===== src/rtl/uart_boot_loader_pkg.sv =====
// rtl/uart_boot_loader_pkg.sv - shared state encodings and helpers for the UART boot loader
package uart_boot_loader_pkg;

  // Loader session states: two header bytes, payload, then a terminal state
  typedef enum logic [2:0] {
    LD_LEN_LO,
    LD_LEN_HI,
    LD_DATA,
    LD_DONE,
    LD_ERR
  } ld_state_t;

  // Receiver framing states for one 8N1 character
  typedef enum logic [1:0] {
    RX_IDLE,
    RX_START,
    RX_DATA,
    RX_STOP
  } rx_state_t;

  // Width of the header length field in bits, plus one for overflow-safe compares
  localparam int LEN_CMP_W = 17;

  // Word index to instmem byte address (same space as pc)
  function automatic logic [31:0] word_addr(input logic [31:0] idx);
    return idx << 2;
  endfunction

endpackage


===== src/rtl/uart_boot_loader_rx.sv =====
// rtl/uart_boot_loader_rx.sv - 8N1 UART receiver with input synchroniser and sticky framing flag
module uart_boot_loader_rx
  import uart_boot_loader_pkg::*;
#(
  parameter int DIV = 434
) (
  input  logic       clk,
  input  logic       rst,
  input  logic       rx,
  output logic       byte_valid,
  output logic [7:0] rx_byte,
  output logic       frame_err
);

  localparam int CW   = (DIV > 2) ? $clog2(DIV) : 2;
  localparam int HALF = DIV / 2;

  logic            sync1, rx_s;
  rx_state_t       state_q, state_d;
  logic [CW-1:0]   cnt_q, cnt_d;
  logic [2:0]      bit_q, bit_d;
  logic [7:0]      shift_q, shift_d;
  logic            valid_d, ferr_d;

  assign rx_byte = shift_q;

  // Two-flop synchroniser; idles high so reset never looks like a start bit
  always_ff @(posedge clk or posedge rst) begin
    if (rst) begin
      sync1 <= 1'b1;
      rx_s  <= 1'b1;
    end else begin
      sync1 <= rx;
      rx_s  <= sync1;
    end
  end

  // Receiver state and datapath registers
  always_ff @(posedge clk or posedge rst) begin
    if (rst) begin
      state_q    <= RX_IDLE;
      cnt_q      <= '0;
      bit_q      <= '0;
      shift_q    <= '0;
      byte_valid <= 1'b0;
      frame_err  <= 1'b0;
    end else begin
      state_q    <= state_d;
      cnt_q      <= cnt_d;
      bit_q      <= bit_d;
      shift_q    <= shift_d;
      byte_valid <= valid_d;
      frame_err  <= ferr_d;
    end
  end

  // Framing: confirm start at mid-bit, then sample each bit one period apart
  always_comb begin
    state_d = state_q;
    cnt_d   = cnt_q + 1'b1;
    bit_d   = bit_q;
    shift_d = shift_q;
    valid_d = 1'b0;
    ferr_d  = frame_err;
    case (state_q)
      RX_IDLE: begin
        cnt_d = '0;
        if (!rx_s) state_d = RX_START;
      end
      RX_START: begin
        if (cnt_q == CW'(HALF - 1)) begin
          cnt_d   = '0;
          bit_d   = '0;
          state_d = rx_s ? RX_IDLE : RX_DATA;
        end
      end
      RX_DATA: begin
        if (cnt_q == CW'(DIV - 1)) begin
          cnt_d   = '0;
          shift_d = {rx_s, shift_q[7:1]};
          bit_d   = bit_q + 1'b1;
          if (bit_q == 3'd7) state_d = RX_STOP;
        end
      end
      RX_STOP: begin
        if (cnt_q == CW'(DIV - 1)) begin
          cnt_d   = '0;
          state_d = RX_IDLE;
          if (rx_s) valid_d = 1'b1;
          else      ferr_d  = 1'b1;
        end
      end
      default: state_d = RX_IDLE;
    endcase
  end

endmodule


===== src/rtl/uart_boot_loader.sv =====
// rtl/uart_boot_loader.sv - loads a length-prefixed word image over UART into instmem
module uart_boot_loader
  import uart_boot_loader_pkg::*;
#(
  parameter int CLK_FREQ  = 50_000_000,
  parameter int BAUD      = 115_200,
  parameter int MAX_WORDS = 256,
  parameter int CNT_W     = 9
) (
  input  logic             clk,
  input  logic             reset,
  input  logic             rx,
  output logic             im_we,
  output logic [31:0]      im_addr,
  output logic [31:0]      im_wdata,
  output logic             core_reset,
  output logic             done,
  output logic             err,
  output logic             frame_err,
  output logic [CNT_W-1:0] words_loaded
);

  localparam int DIV = CLK_FREQ / BAUD;
  localparam logic [LEN_CMP_W-1:0] MAX_N = LEN_CMP_W'(MAX_WORDS);

  logic        byte_valid;
  logic [7:0]  rx_byte;
  ld_state_t   state_q, state_d;
  logic [15:0] len_q;
  logic [1:0]  lane_q;
  logic [23:0] asm_q;
  logic [15:0] len_full;
  logic        all_loaded;
  logic        take_data;

  uart_boot_loader_rx #(.DIV(DIV)) u_rx (
    .clk        (clk),
    .rst        (reset),
    .rx         (rx),
    .byte_valid (byte_valid),
    .rx_byte    (rx_byte),
    .frame_err  (frame_err)
  );

  assign len_full   = {rx_byte, len_q[7:0]};
  assign all_loaded = LEN_CMP_W'(words_loaded) == {1'b0, len_q};
  assign take_data  = byte_valid && (state_q == LD_DATA) && !all_loaded;

  assign done       = (state_q == LD_DONE);
  assign err        = (state_q == LD_ERR);
  assign core_reset = (state_q != LD_DONE);

  // Loader state register
  always_ff @(posedge clk or posedge reset) begin
    if (reset) state_q <= LD_LEN_LO;
    else       state_q <= state_d;
  end

  // Session sequencing: header parse, payload, terminal states held until reset
  always_comb begin
    state_d = state_q;
    case (state_q)
      LD_LEN_LO: if (byte_valid) state_d = LD_LEN_HI;
      LD_LEN_HI: begin
        if (byte_valid) begin
          if (len_full == 16'd0)              state_d = LD_DONE;
          else if ({1'b0, len_full} > MAX_N)  state_d = LD_ERR;
          else                                state_d = LD_DATA;
        end
      end
      LD_DATA:   if (all_loaded) state_d = LD_DONE;
      LD_DONE:   state_d = LD_DONE;
      LD_ERR:    state_d = LD_ERR;
      default:   state_d = LD_LEN_LO;
    endcase
  end

  // Header capture, little-endian word assembly and the instmem write port
  always_ff @(posedge clk or posedge reset) begin
    if (reset) begin
      len_q        <= '0;
      lane_q       <= '0;
      asm_q        <= '0;
      im_we        <= 1'b0;
      im_addr      <= '0;
      im_wdata     <= '0;
      words_loaded <= '0;
    end else begin
      im_we <= 1'b0;
      if (byte_valid && state_q == LD_LEN_LO) len_q[7:0]  <= rx_byte;
      if (byte_valid && state_q == LD_LEN_HI) len_q[15:8] <= rx_byte;
      if (take_data) begin
        lane_q <= lane_q + 1'b1;
        case (lane_q)
          2'd0: asm_q[7:0]   <= rx_byte;
          2'd1: asm_q[15:8]  <= rx_byte;
          2'd2: asm_q[23:16] <= rx_byte;
          default: begin
            im_we        <= 1'b1;
            im_addr      <= word_addr(32'(words_loaded));
            im_wdata     <= {rx_byte, asm_q};
            words_loaded <= words_loaded + 1'b1;
          end
        endcase
      end
    end
  end

endmodule


===== config.mk =====
export PLATFORM = sky130hd
export DESIGN_NAME = uart_boot_loader
export DESIGN_NICKNAME = d
export VERILOG_FILES = /design/src/rtl/uart_boot_loader_pkg.sv /design/src/rtl/uart_boot_loader_rx.sv /design/src/rtl/uart_boot_loader.sv
export SDC_FILE = /design/constraint.sdc
export NUM_CORES = 1
export LEC_CHECK = 0
export CORE_MARGIN = 2
export CORE_UTILIZATION = 30
export CTS_CLUSTER_DIAMETER = 80
export DETAILED_ROUTE_END_ITERATION = 16
export PLACE_DENSITY_LB_ADDON = 0.2
export SYNTH_ARGS = -nofsm -noshare
export SYNTH_HDL_FRONTEND = slang
export SYNTH_SLANG_ARGS = --single-unit

===== constraint.sdc =====
create_clock -name clk -period 4 [get_ports clk]
set_input_delay 0.6 -clock clk [delete_from_list [all_inputs] [get_ports clk]]
set_output_delay 0.6 -clock clk [all_outputs]
set_load 0.01 [all_outputs]

==> impl_metrics.py, run 1 <==
metrics = {
    "outcome": {
        "status": "finished clean",
    },
    "clocking": {
        "holdBufCountCts": 0,
        "cts-root-buf": "clkbuf_16",
        "htreeDepth": 4,
        "cts_tree": "built",
        "ctsResizeCount": 0,
        "cts_setup_buffers": 0,
        "clkSinkCount": 122,
        "insertion_delay_ns": 0.42,
        "cts_max_path_buffers": 2,
        "cts_buffers": 17,
        "path_clk_slew_ns": 0.05,
    },
    "floorplanning": {
        "start_util_pct": 30.28,
        "io_pins": 81,
        "coreArea_mm2": 0.01784,
        "die_x_um": 138.2,
        "num_rows": 49,
        "die_y_um": 138.2,
        "die_area_mm2": 0.01910,
    },
    "routing": {
        "drt.antenna.violating_nets": 0,
        "drt-pass1-iter-count": 4,
        "route.detailed.drc": 0,
        "wl_per_cell_um": 15.60,
        "viasPerCell": 4.435,
        "num_vias": 3122,
        "routed_wl_mm": 10.98,
        "drt_iter0_markers": 109,
    },
    "timing": {
        "fmax_ghz": 0.3946,
        "slew_violations": 0,
        "tns_ns": 0,
        "rsz0062_at_grt": "false",
        "setup-violations-final": 0,
        "whs_ns": 0.3543,
        "worstMarginPinSlew_ns": 0.9761,
        "clock_skew_ns": 0.007230,
        "fin_crit_sh_pct": 63.35,
        "hold_viol_final": 0,
        "min_period_ns": 2.534,
        "max_slew_margin_pct": 34.76,
    },
    "cells_and_area": {
        "fillCellCount": 1706,
        "drive_gt1_share_pct": 28.42,
        "multi_input_area_mm2": 0.002121,
        "area_growth_pct": 23.71,
        "antenna_cells": 0,
        "nets": 481,
        "final-seq-area_mm2": 0.003055,
    },
    "flow_run": {
        "cap_violations": 0,
    },
    "min_path": {
        "hold_start": "u_rx.sync1$_DFF_PP1_",
        "holdPathEnd": "u_rx.rx_s$_DFF_PP1_",
        "min_path_type": "flop to flop",
        "holdPathStages": 0,
    },
    "global_routing": {
        "gr-total-overflow": 0,
        "grt_max_degree": 73,
        "antenna_found_initial": 0,
        "grt_first_pass_wirelength_mm": 18.48,
        "grt_pass1_vias": 3386,
        "track_usage_pct": 12.42,
    },
    "synth": {
        "synth-seq-area-share_pct": 56.55,
        "ys_ff_latch": 122,
        "netlist_area_mm2": 0.005403,
        "yosysWarnings": 0,
        "synth_cells": 399,
        "avgSynthCellArea_um2": 13.54,
        "ys_types": 47,
    },
    "setup_path": {
        "ff2ff_path_depth": 5,
        "crit-reg2reg-launch": "state_q[2]$_DFFE_PP0P_",
        "worstPathMaxFanout": 11,
        "arrival_ns": 2.84,
        "cp.required_ns": 4.30,
        "reg2reg_setup_slack_ns": 1.47,
        "r2r-end": "asm_q[16]$_DFFE_PP0P_",
        "cp-start-kind": "flop",
        "crit_type": "flop to flop",
        "cp-end-kind": "flop",
    },
    "placement": {
        "port_buffers": 57,
        "dp_hpwl_mm": 7.386,
        "gp_congestion": 0.7856,
    },
    "power": {
        "ir_drop_uv": 284.0,
        "p_leak_nw": 3.221,
        "p_per_area_mw_per_mm2": 414.0,
    },
}
sequential cells by signal, indices dropped and copies added, names as in the netlist, 2 cells and up, named ones only:
signal and flops:
u_rx.rx_byte 8, u_rx.bit_q 3, lane_q 2, state_q 3
words_loaded 9, u_rx.cnt_q 9, asm_q 24, len_q 16
im_wdata 32, im_addr 9
layout by cell type (no fill, tap or decap), types with 2 or more instances in the layout:
| cell type | instances |
|---|---|
| a21oi_1 | 2 |
| a22o_1 | 2 |
| a31oi_1 | 4 |
| and2_4 | 2 |
| and3_1 | 4 |
| and4_1 | 2 |
| bufinv_16 | 2 |
| clkbuf_1 | 3 |
| clkbuf_16 | 17 |
| clkbuf_8 | 3 |
| clkdlybuf4s50_1 | 57 |
| clkinv_2 | 5 |
| conb_1 | 23 |
| dfrtp_1 | 120 |
| dfstp_2 | 2 |
| ha_1 | 15 |
| inv_1 | 12 |
| mux2_2 | 89 |
| mux2i_1 | 2 |
| nand2_1 | 17 |
| nand2b_1 | 2 |
| nand3_1 | 7 |
| nand4_1 | 6 |
| nor2_1 | 13 |
| nor2b_1 | 2 |
| nor3_1 | 5 |
| nor4_1 | 5 |
| o21ai_0 | 3 |
| xnor2_1 | 12 |
| xor2_1 | 14 |
cell type report:
class                      instances  area share (%)
clock buffer                      23           7.151
multi-input combinational        250           31.73
timing repair buffer              59           8.948
clock inverter                     8           1.404
sequential                       122           45.71
tap                              229           4.287
inverter                          13          0.7675
how the worst max path moves through the flow:
stage / startpoint / endpoint / slack [ns] / cells after the start
after floorplan: reset / asynchronous set/reset pin / 0.16 / 1
after global placement: words_loaded[0]$_DFFE_PP0P_ / asm_q[16]$_DFFE_PP0P_ / 1.54 / 5
after detailed placement: state_q[0]$_DFFE_PP0P_ / asm_q[21]$_DFFE_PP0P_ / 1.46 / 5
after CTS: state_q[2]$_DFFE_PP0P_ / asm_q[16]$_DFFE_PP0P_ / 1.46 / 5
after global routing: words_loaded[6]$_DFFE_PP0P_ / asm_q[23]$_DFFE_PP0P_ / 1.26 / 5
final: state_q[2]$_DFFE_PP0P_ / asm_q[16]$_DFFE_PP0P_ / 1.47 / 5
synthesized netlist by cell type, drive strengths merged:
library cell / number / area [µm²]
o21ai: 4 / 20.01
and2: 3 / 23.78
nand2: 18 / 70.07
a311oi: 1 / 8.760
buf: 35 / 264.0
conb: 1 / 3.750
o21a: 1 / 7.510
o21bai: 1 / 7.510
a21oi: 2 / 10.01
ha: 15 / 187.7
or2: 1 / 6.260
o22ai: 1 / 6.260
dfstp: 2 / 52.55
nor2: 13 / 48.80
nand4: 6 / 37.54
mux2: 90 / 1017
nand2b: 2 / 12.51
inv: 13 / 48.80
xor2: 14 / 122.6
clkbuf: 1 / 5.000
a22o: 2 / 17.52
mux2i: 2 / 20.02
xnor2: 12 / 105.1
a31oi: 5 / 37.53
nor3: 7 / 51.30
nor2b: 2 / 12.51
and4bb: 1 / 12.51
and3: 4 / 25.02
nand3: 7 / 35.03
nor4b: 1 / 15.01
dfrtp: 120 / 3003
or4b: 2 / 23.77
or3: 1 / 6.260
nor3b: 1 / 7.510
and4: 2 / 17.52
nor4: 6 / 52.55
per-stage QoR:
step | std cells | instance area (µm²) | utilization, % | setup WS (ns) | power (mW)
after floorplan | 421 | 5485 | - | 0.1608 | 1.303
after global placement | 673 | 6112 | 34.26 | 1.545 | 1.299
after detailed placement | 673 | 6112 | 34.26 | 1.463 | 1.300
after CTS | 704 | 6684 | 37.46 | 1.460 | 2.814
after global routing | 704 | 6684 | 37.46 | 1.257 | 2.887
final | 704 | 6684 | 37.46 | 1.466 | 2.767
routing by layer:
metal	share of wire (%)	up-vias	wire (µm)	GRT usage, %
met5	0	-	0	0
met4	2.8	0	306	6.606
met3	3.5	23	387	3.568
met2	47	61	5165	19.28
met1	47	1564	5124	15.78
li1	-	1474	-	-
critical path, stage by stage (launching register included):
cell	delay [ns]
dfrtp_1	0.47
and4bb_2	0.36
inv_1	0.05
a31oi_1	0.68
and2_1	0.47
mux2_2	0.38
cells by family (layout without fill, tap and decap cells):
| logic type | Yosys count | count (layout) | synth area share, % |
|---|---|---|---|
| multiplexers | 92 | 92 | 19.20 |
| flip-flops | 122 | 122 | 56.55 |
| adder cells (fa/ha/maj) | 15 | 15 | 3.474 |
| buffers and inverters | 49 | 103 | 5.882 |
| XOR/XNOR | 26 | 26 | 4.215 |
| other | 1 | 23 | 0.06941 |
| AND/OR/NAND/NOR | 77 | 77 | 8.476 |
| AO/OA/AOI/OAI | 17 | 17 | 2.131 |
report_power, final:
part | switching [mW] | leakage, nW | internal (mW)
sequential | 0.000959 | 1.68 | 1.24
combinational | 0.0339 | 1.25 | 0.00421
clock | 0.534 | 0.287 | 0.957
(Power assumes the default switching activity.)
==> inputs of run 2 (changes only) <==
==> constraint.sdc (replaced) <==
create_clock -name clk -period 2.3 [get_ports clk]
set_input_delay 0.345 -clock clk [delete_from_list [all_inputs] [get_ports clk]]
set_output_delay 0.345 -clock clk [all_outputs]
set_load 0.01 [all_outputs]
==> run 2 against run 1 <==
Compared with the run above: non-clock buffer count is 18 higher; sequential power increased by 73%; clock skew is 0.0029 ns higher; critical path depth shrank 2; die area stayed put; via count is 2.4% higher; worst setup slack worse by 1.2 ns; critical path type is now flop to primary output; critical endpoint is now err.
==> impl_metrics.py, run 2 (synthesis gave the netlist of run 1 again) <==
metrics = {
    "outcome": {
        "status": "finished clean",
    },
    "cells_and_area": {
        "final_area_mm2": 0.006950,
        "layoutNonFillerInstCount": 723,
        "largest_reg_flops": 32,
        "largest-register": "im_wdata",
        "biggestRegsByFlops": "im_wdata: 32 flops, asm_q: 24 flops, len_q: 16 flops",
        "area_growth_pct": 28.65,
        "final_common_cell": "dfrtp_1",
        "drive_gt1_share_pct": 32.19,
        "antenna_cells": 0,
        "final_cell_mix": "dfrtp_1, mux2_2, clkdlybuf4s50_1, conb_1",
        "nets": 499,
    },
    "timing": {
        "clock_skew_ns": 0.01017,
        "slew_violations": 0,
        "fin_crit_sh_pct": 89.96,
        "max_slew_margin_pct": 52.87,
        "min_period_ns": 2.069,
        "worst_slack_ns": 0.2310,
        "rsz0062_at_grt": "false",
        "tns_ns": 0,
        "fmax_ghz": 0.4833,
        "hold_viol_final": 0,
        "worstMarginPinSlew_ns": 0.7031,
        "setup-violations-final": 0,
    },
    "setup_path": {
        "cp.required_ns": 1.96,
        "arrival_ns": 1.72,
        "crit_type": "flop to primary output",
        "r2r-end": "u_rx.cnt_q[5]$_DFF_PP0_",
        "crit_chain": "buf_4, nor3b_1, clkdlybuf4s50_1",
        "critical_path.slowest_cell": "clkdlybuf4s50_1",
        "cp-end-kind": "primary output",
        "cp-start-kind": "flop",
        "path_delay_family": "buffers and inverters",
        "worstPathMaxFanout": 8,
        "critPathMaxStageDelay_ns": 0.58,
        "ff2ff_path_depth": 5,
        "crit-reg2reg-launch": "u_rx.cnt_q[6]$_DFF_PP0_",
        "reg2reg_setup_slack_ns": 0.26,
        "crit_buf_inv": 2,
    },
    "routing": {
        "routed_wl_mm": 10.88,
        "route.detailed.drc": 0,
        "drt.antenna.violating_nets": 0,
        "drt-pass1-iter-count": 4,
        "wl_per_cell_um": 15.04,
        "num_vias": 3197,
        "viasPerCell": 4.422,
        "drt_iter0_markers": 97,
    },
    "floorplanning": {
        "die_x_um": 138.2,
        "die_area_mm2": 0.01910,
        "io_pins": 81,
        "die_y_um": 138.2,
        "start_util_pct": 30.28,
        "coreArea_mm2": 0.01784,
        "num_rows": 49,
    },
    "clocking": {
        "insertion_delay_ns": 0.42,
        "cts_setup_buffers": 0,
        "ctsResizeCount": 0,
        "cts_max_path_buffers": 2,
        "clkSinkCount": 122,
        "holdBufCountCts": 0,
        "cts-root-buf": "clkbuf_16",
        "cts_tree": "built",
        "path_clk_slew_ns": 0.05,
        "htreeDepth": 4,
        "cts_buffers": 17,
    },
    "flow_run": {
        "cap_violations": 0,
    },
    "global_routing": {
        "grt_pass1_vias": 3455,
        "track_usage_pct": 12.25,
        "gr-total-overflow": 0,
        "grt_max_degree": 61,
        "grt_first_pass_wirelength_mm": 18.42,
        "antenna_found_initial": 0,
    },
    "power": {
        "total_power_mw": 5.203,
        "p_per_area_mw_per_mm2": 748.5,
        "p_leak_nw": 3.360,
        "ir_drop_uv": 506.1,
    },
    "min_path": {
        "min_path_type": "input port to asynchronous set/reset pin",
    },
    "placement": {
        "placedCellCount": 691,
        "dp_hpwl_mm": 7.488,
        "place_ws_ns": 0.01797,
        "port_buffers": 57,
        "placed_cell_area_mm2": 0.006274,
        "gp_congestion": 0.7826,
    },
}
-- run 2: changes by cell type in the layout (fill, tap and decap cells not counted), moves of 2 or more --
| cell | before | now |
|---|---|---|
| clkinv_2 | 5 | 3 |
| clkinvlp_4 | 0 | 3 |
| clkbuf_1 | 3 | 0 |
| bufinv_16 | 2 | 5 |
| buf_4 | 1 | 17 |
| buf_12 | 1 | 3 |
-- run 2: area by class of cell --
| cell class | count | area (µm²) |
|---|---|---|
| Clock buffer | 21 | 480.5 |
| Clock inverter | 11 | 188.9 |
| Fill cell | 1695 | 10890 |
| Inverter | 13 | 52.55 |
| Multi-Input combinational cell | 250 | 2128 |
| Sequential cell | 122 | 3055 |
| Tap cell | 229 | 286.5 |
| Timing Repair Buffer | 77 | 758.2 |
-- run 2: per-stage QoR --
step | util, % | hold slack, ns
6_report | 38.96 | 0.2926
5_1_grt | 38.96 | 0.3085
4_1_cts | 38.92 | 0.2928
3_5_place_dp | 35.16 | 0.3468
3_3_place_gp | 35.16 | 0.3460
2_1_floorplan | - | 0.3452
-- run 2: per-layer routing --
| layer | global-route usage, % | up-vias | share of wire, % | wire (µm) |
|---|---|---|---|---|
| li1 | - | 1507 | - | - |
| met1 | 15.64 | 1622 | 47 | 5085 |
| met2 | 19.54 | 58 | 48 | 5257 |
| met3 | 3.949 | 10 | 3.7 | 406 |
| met4 | 4.511 | 0 | 1.2 | 127 |
| met5 | 0 | - | 0 | 0 |
-- run 2: power breakdown --
group          internal [mW]  total, mW  leakage [nW]  switching [mW]
Clock                   2.03       2.98         0.325           0.943
Combinational         0.0119     0.0727          1.35          0.0608
Sequential              2.15       2.15          1.68         0.00121
-- run 2: worst max path at each step --
stage                                      from               endpoint  cells past startpoint
CTS                        len_q[4]$_DFFE_PP0P_  asm_q[19]$_DFFE_PP0P_                      6
global placement           len_q[4]$_DFFE_PP0P_  asm_q[19]$_DFFE_PP0P_                      6
finish                   state_q[1]$_DFFE_PP0P_                    err                      3
floorplan           words_loaded[2]$_DFFE_PP0P_   asm_q[5]$_DFFE_PP0P_                      7
global route              len_q[15]$_DFFE_PP0P_  asm_q[19]$_DFFE_PP0P_                      5
detailed placement         len_q[1]$_DFFE_PP0P_  asm_q[19]$_DFFE_PP0P_                      6
==> inputs of run 3 (changes only) <==
--- a/config.mk
+++ b/config.mk
@@ -5,7 +5,7 @@
 export SDC_FILE = /design/constraint.sdc
 export NUM_CORES = 1
 export LEC_CHECK = 0
-export CORE_MARGIN = 2
+export CORE_ASPECT_RATIO = 0.7
 export CORE_UTILIZATION = 30
 export CTS_CLUSTER_DIAMETER = 80
 export DETAILED_ROUTE_END_ITERATION = 16
==> run 3 against run 2 <==
Compared with the run above: clock power is 11% lower; sequential power about the same; power decreased by 6.4%; final cell count down 0.28%; cell area decreased by 1.8%; non-clock buffer count decreased by 4; via count is 0.22% lower; hold slack improved by 0.048 ns; sequential share of layout area is 0.81 points higher; count of clock-buffer cells in the layout is 3 lower.
==> impl_metrics.py, run 3 (synthesis gave the netlist of run 1 again) <==
metrics = {
    "min_path": {
        "hold_start": "rx",
        "holdPathStages": 1,
        "min_path_type": "input port to flop",
    },
    "clocking": {
        "cts_max_path_buffers": 2,
        "path_clk_slew_ns": 0.06,
        "cts-root-buf": "clkbuf_16",
        "holdBufCountCts": 0,
        "cts_tree": "built",
        "cts_buffers": 17,
        "insertion_delay_ns": 0.41,
        "cts_setup_buffers": 0,
        "htreeDepth": 4,
        "clkSinkCount": 122,
    },
    "setup_path": {
        "reg2reg_setup_slack_ns": 0.20,
        "crit-reg2reg-launch": "words_loaded[3]$_DFFE_PP0P_",
        "worstSetupEndpoint": "asm_q[17]$_DFFE_PP0P_",
        "cp-start-kind": "flop",
        "r2r-end": "asm_q[17]$_DFFE_PP0P_",
        "cp.required_ns": 2.59,
        "arrival_ns": 2.39,
        "crit_type": "flop to flop",
        "worstSetupStartpoint": "words_loaded[3]$_DFFE_PP0P_",
        "ff2ff_path_depth": 5,
        "cp-end-kind": "flop",
        "worstPathMaxFanout": 8,
    },
    "timing": {
        "slew_violations": 0,
        "setup-violations-final": 0,
        "fin_crit_sh_pct": 91.43,
        "fmax_ghz": 0.4755,
        "tns_ns": 0,
        "worstMarginPinSlew_ns": 0.6142,
        "min_period_ns": 2.103,
        "max_slew_margin_pct": 58.83,
        "clock_skew_ns": 0.01086,
        "hold_viol_final": 0,
        "rsz0062_at_grt": "false",
    },
    "routing": {
        "routed_wl_mm": 11.15,
        "drt-pass1-iter-count": 4,
        "route.detailed.drc": 0,
        "viasPerCell": 4.424,
        "drt_iter0_markers": 156,
        "wl_per_cell_um": 15.46,
        "drt.antenna.violating_nets": 0,
        "num_vias": 3190,
    },
    "floorplanning": {
        "die_y_um": 114.3,
        "coreArea_mm2": 0.01737,
        "io_pins": 81,
        "die_x_um": 162.4,
        "num_rows": 40,
        "start_util_pct": 31.11,
        "die_area_mm2": 0.01856,
    },
    "placement": {
        "gp_congestion": 0.7267,
        "placed_cell_area_mm2": 0.006233,
        "port_buffers": 57,
        "placedCellCount": 689,
        "dp_hpwl_mm": 7.606,
    },
    "cells_and_area": {
        "drive_gt1_share_pct": 31.22,
        "layoutNonFillerInstCount": 721,
        "final_area_mm2": 0.006825,
        "area_growth_pct": 26.33,
        "nets": 495,
        "utilization_pct": 39.30,
        "biggestRegsByFlops": "im_wdata: 32 flops, asm_q: 24 flops, len_q: 16 flops",
        "largest_reg_flops": 32,
        "final_common_cell": "dfrtp_1",
        "largest-register": "im_wdata",
        "antenna_cells": 0,
        "final_cell_mix": "dfrtp_1, mux2_2, clkdlybuf4s50_1, conb_1",
        "fillCellCount": 1624,
    },
    "outcome": {
        "status": "finished clean",
    },
    "power": {
        "p_per_area_mw_per_mm2": 713.3,
        "p_switching_mw": 1.088,
        "total_power_mw": 4.869,
        "p_seq_share_pct": 44.2,
        "p_leak_nw": 3.291,
        "p_clk_share_pct": 54.3,
        "switching_share_pct": 22.34,
        "p_comb_share_pct": 1.5,
        "ir_drop_uv": 406.4,
        "p_int_mw": 3.781,
    },
    "global_routing": {
        "grt_pass1_vias": 3390,
        "antenna_found_initial": 0,
        "gr-total-overflow": 0,
        "grt_first_pass_wirelength_mm": 18.54,
        "grt_max_degree": 63,
        "track_usage_pct": 13.11,
    },
    "flow_run": {
        "cap_violations": 0,
    },
}
## run 3: power by group through the flow
| stage | clock network [mW] | registers (mW) | logic (mW) |
|---|---|---|---|
| after floorplan | 0 | 2.19 | 0.0775 |
| after global placement | 0 | 2.19 | 0.0732 |
| after detailed placement | 0 | 2.19 | 0.0743 |
| after CTS | 2.72 | 2.15 | 0.0748 |
| after global routing | 2.83 | 2.15 | 0.0846 |
| final | 2.65 | 2.15 | 0.0708 |
## run 3: through the flow
step	setup WS, ns	hold slack (ns)
after floorplan	0.3653	0.3452
after global placement	0.2026	0.3455
after detailed placement	0.07910	0.3487
after CTS	0.06973	0.3250
after global routing	0.06978	0.3340
final	0.1972	0.3404
## run 3: how the worst min path moves through the flow
| stage | to | slack (ns) |
|---|---|---|
| floorplan | u_rx.rx_s$_DFF_PP1_ | 0.35 |
| global placement | u_rx.rx_s$_DFF_PP1_ | 0.35 |
| detailed placement | u_rx.rx_s$_DFF_PP1_ | 0.35 |
| CTS | u_rx.sync1$_DFF_PP1_ | 0.32 |
| global route | u_rx.sync1$_DFF_PP1_ | 0.33 |
| finish | u_rx.sync1$_DFF_PP1_ | 0.34 |
## run 3: timing repair
item,4_1_cts,5_1_grt
gates resized for setup,0,1
setup endpoints to repair,0,8
endpoints found under the hold margin,0,0
## run 3: area by class of cell
type                            instances  area, µm²  share of cell area, %
Clock buffer                           18      429.2                  6.288
Clock inverter                         14      161.4                  2.365
Inverter                               13      52.55                 0.7699
Multi-Input combinational cell        250       2122                  31.09
Sequential cell                       122       3055                  44.77
Tap cell                              231      289.0                  4.235
Timing Repair Buffer                   73      715.7                  10.49
## run 3: layer usage
| layer | vias to the layer above | track usage, % | share of wire [%] |
|---|---|---|---|
| met2 | 49 | 18.92 | 44 |
| met1 | 1633 | 19.01 | 52 |
| li1 | 1503 | - | - |
| met5 | - | 0 | 0 |
| met4 | 0 | 3.774 | 0.57 |
| met3 | 5 | 3.622 | 3.6 |
## run 3: worst max-delay path: stages, from the launching register on
cell     delay, ns
dfrtp_1       0.47
xnor2_1       0.16
and4_1        0.24
a31oi_1       0.38
and2_2        0.36
mux2_2        0.36
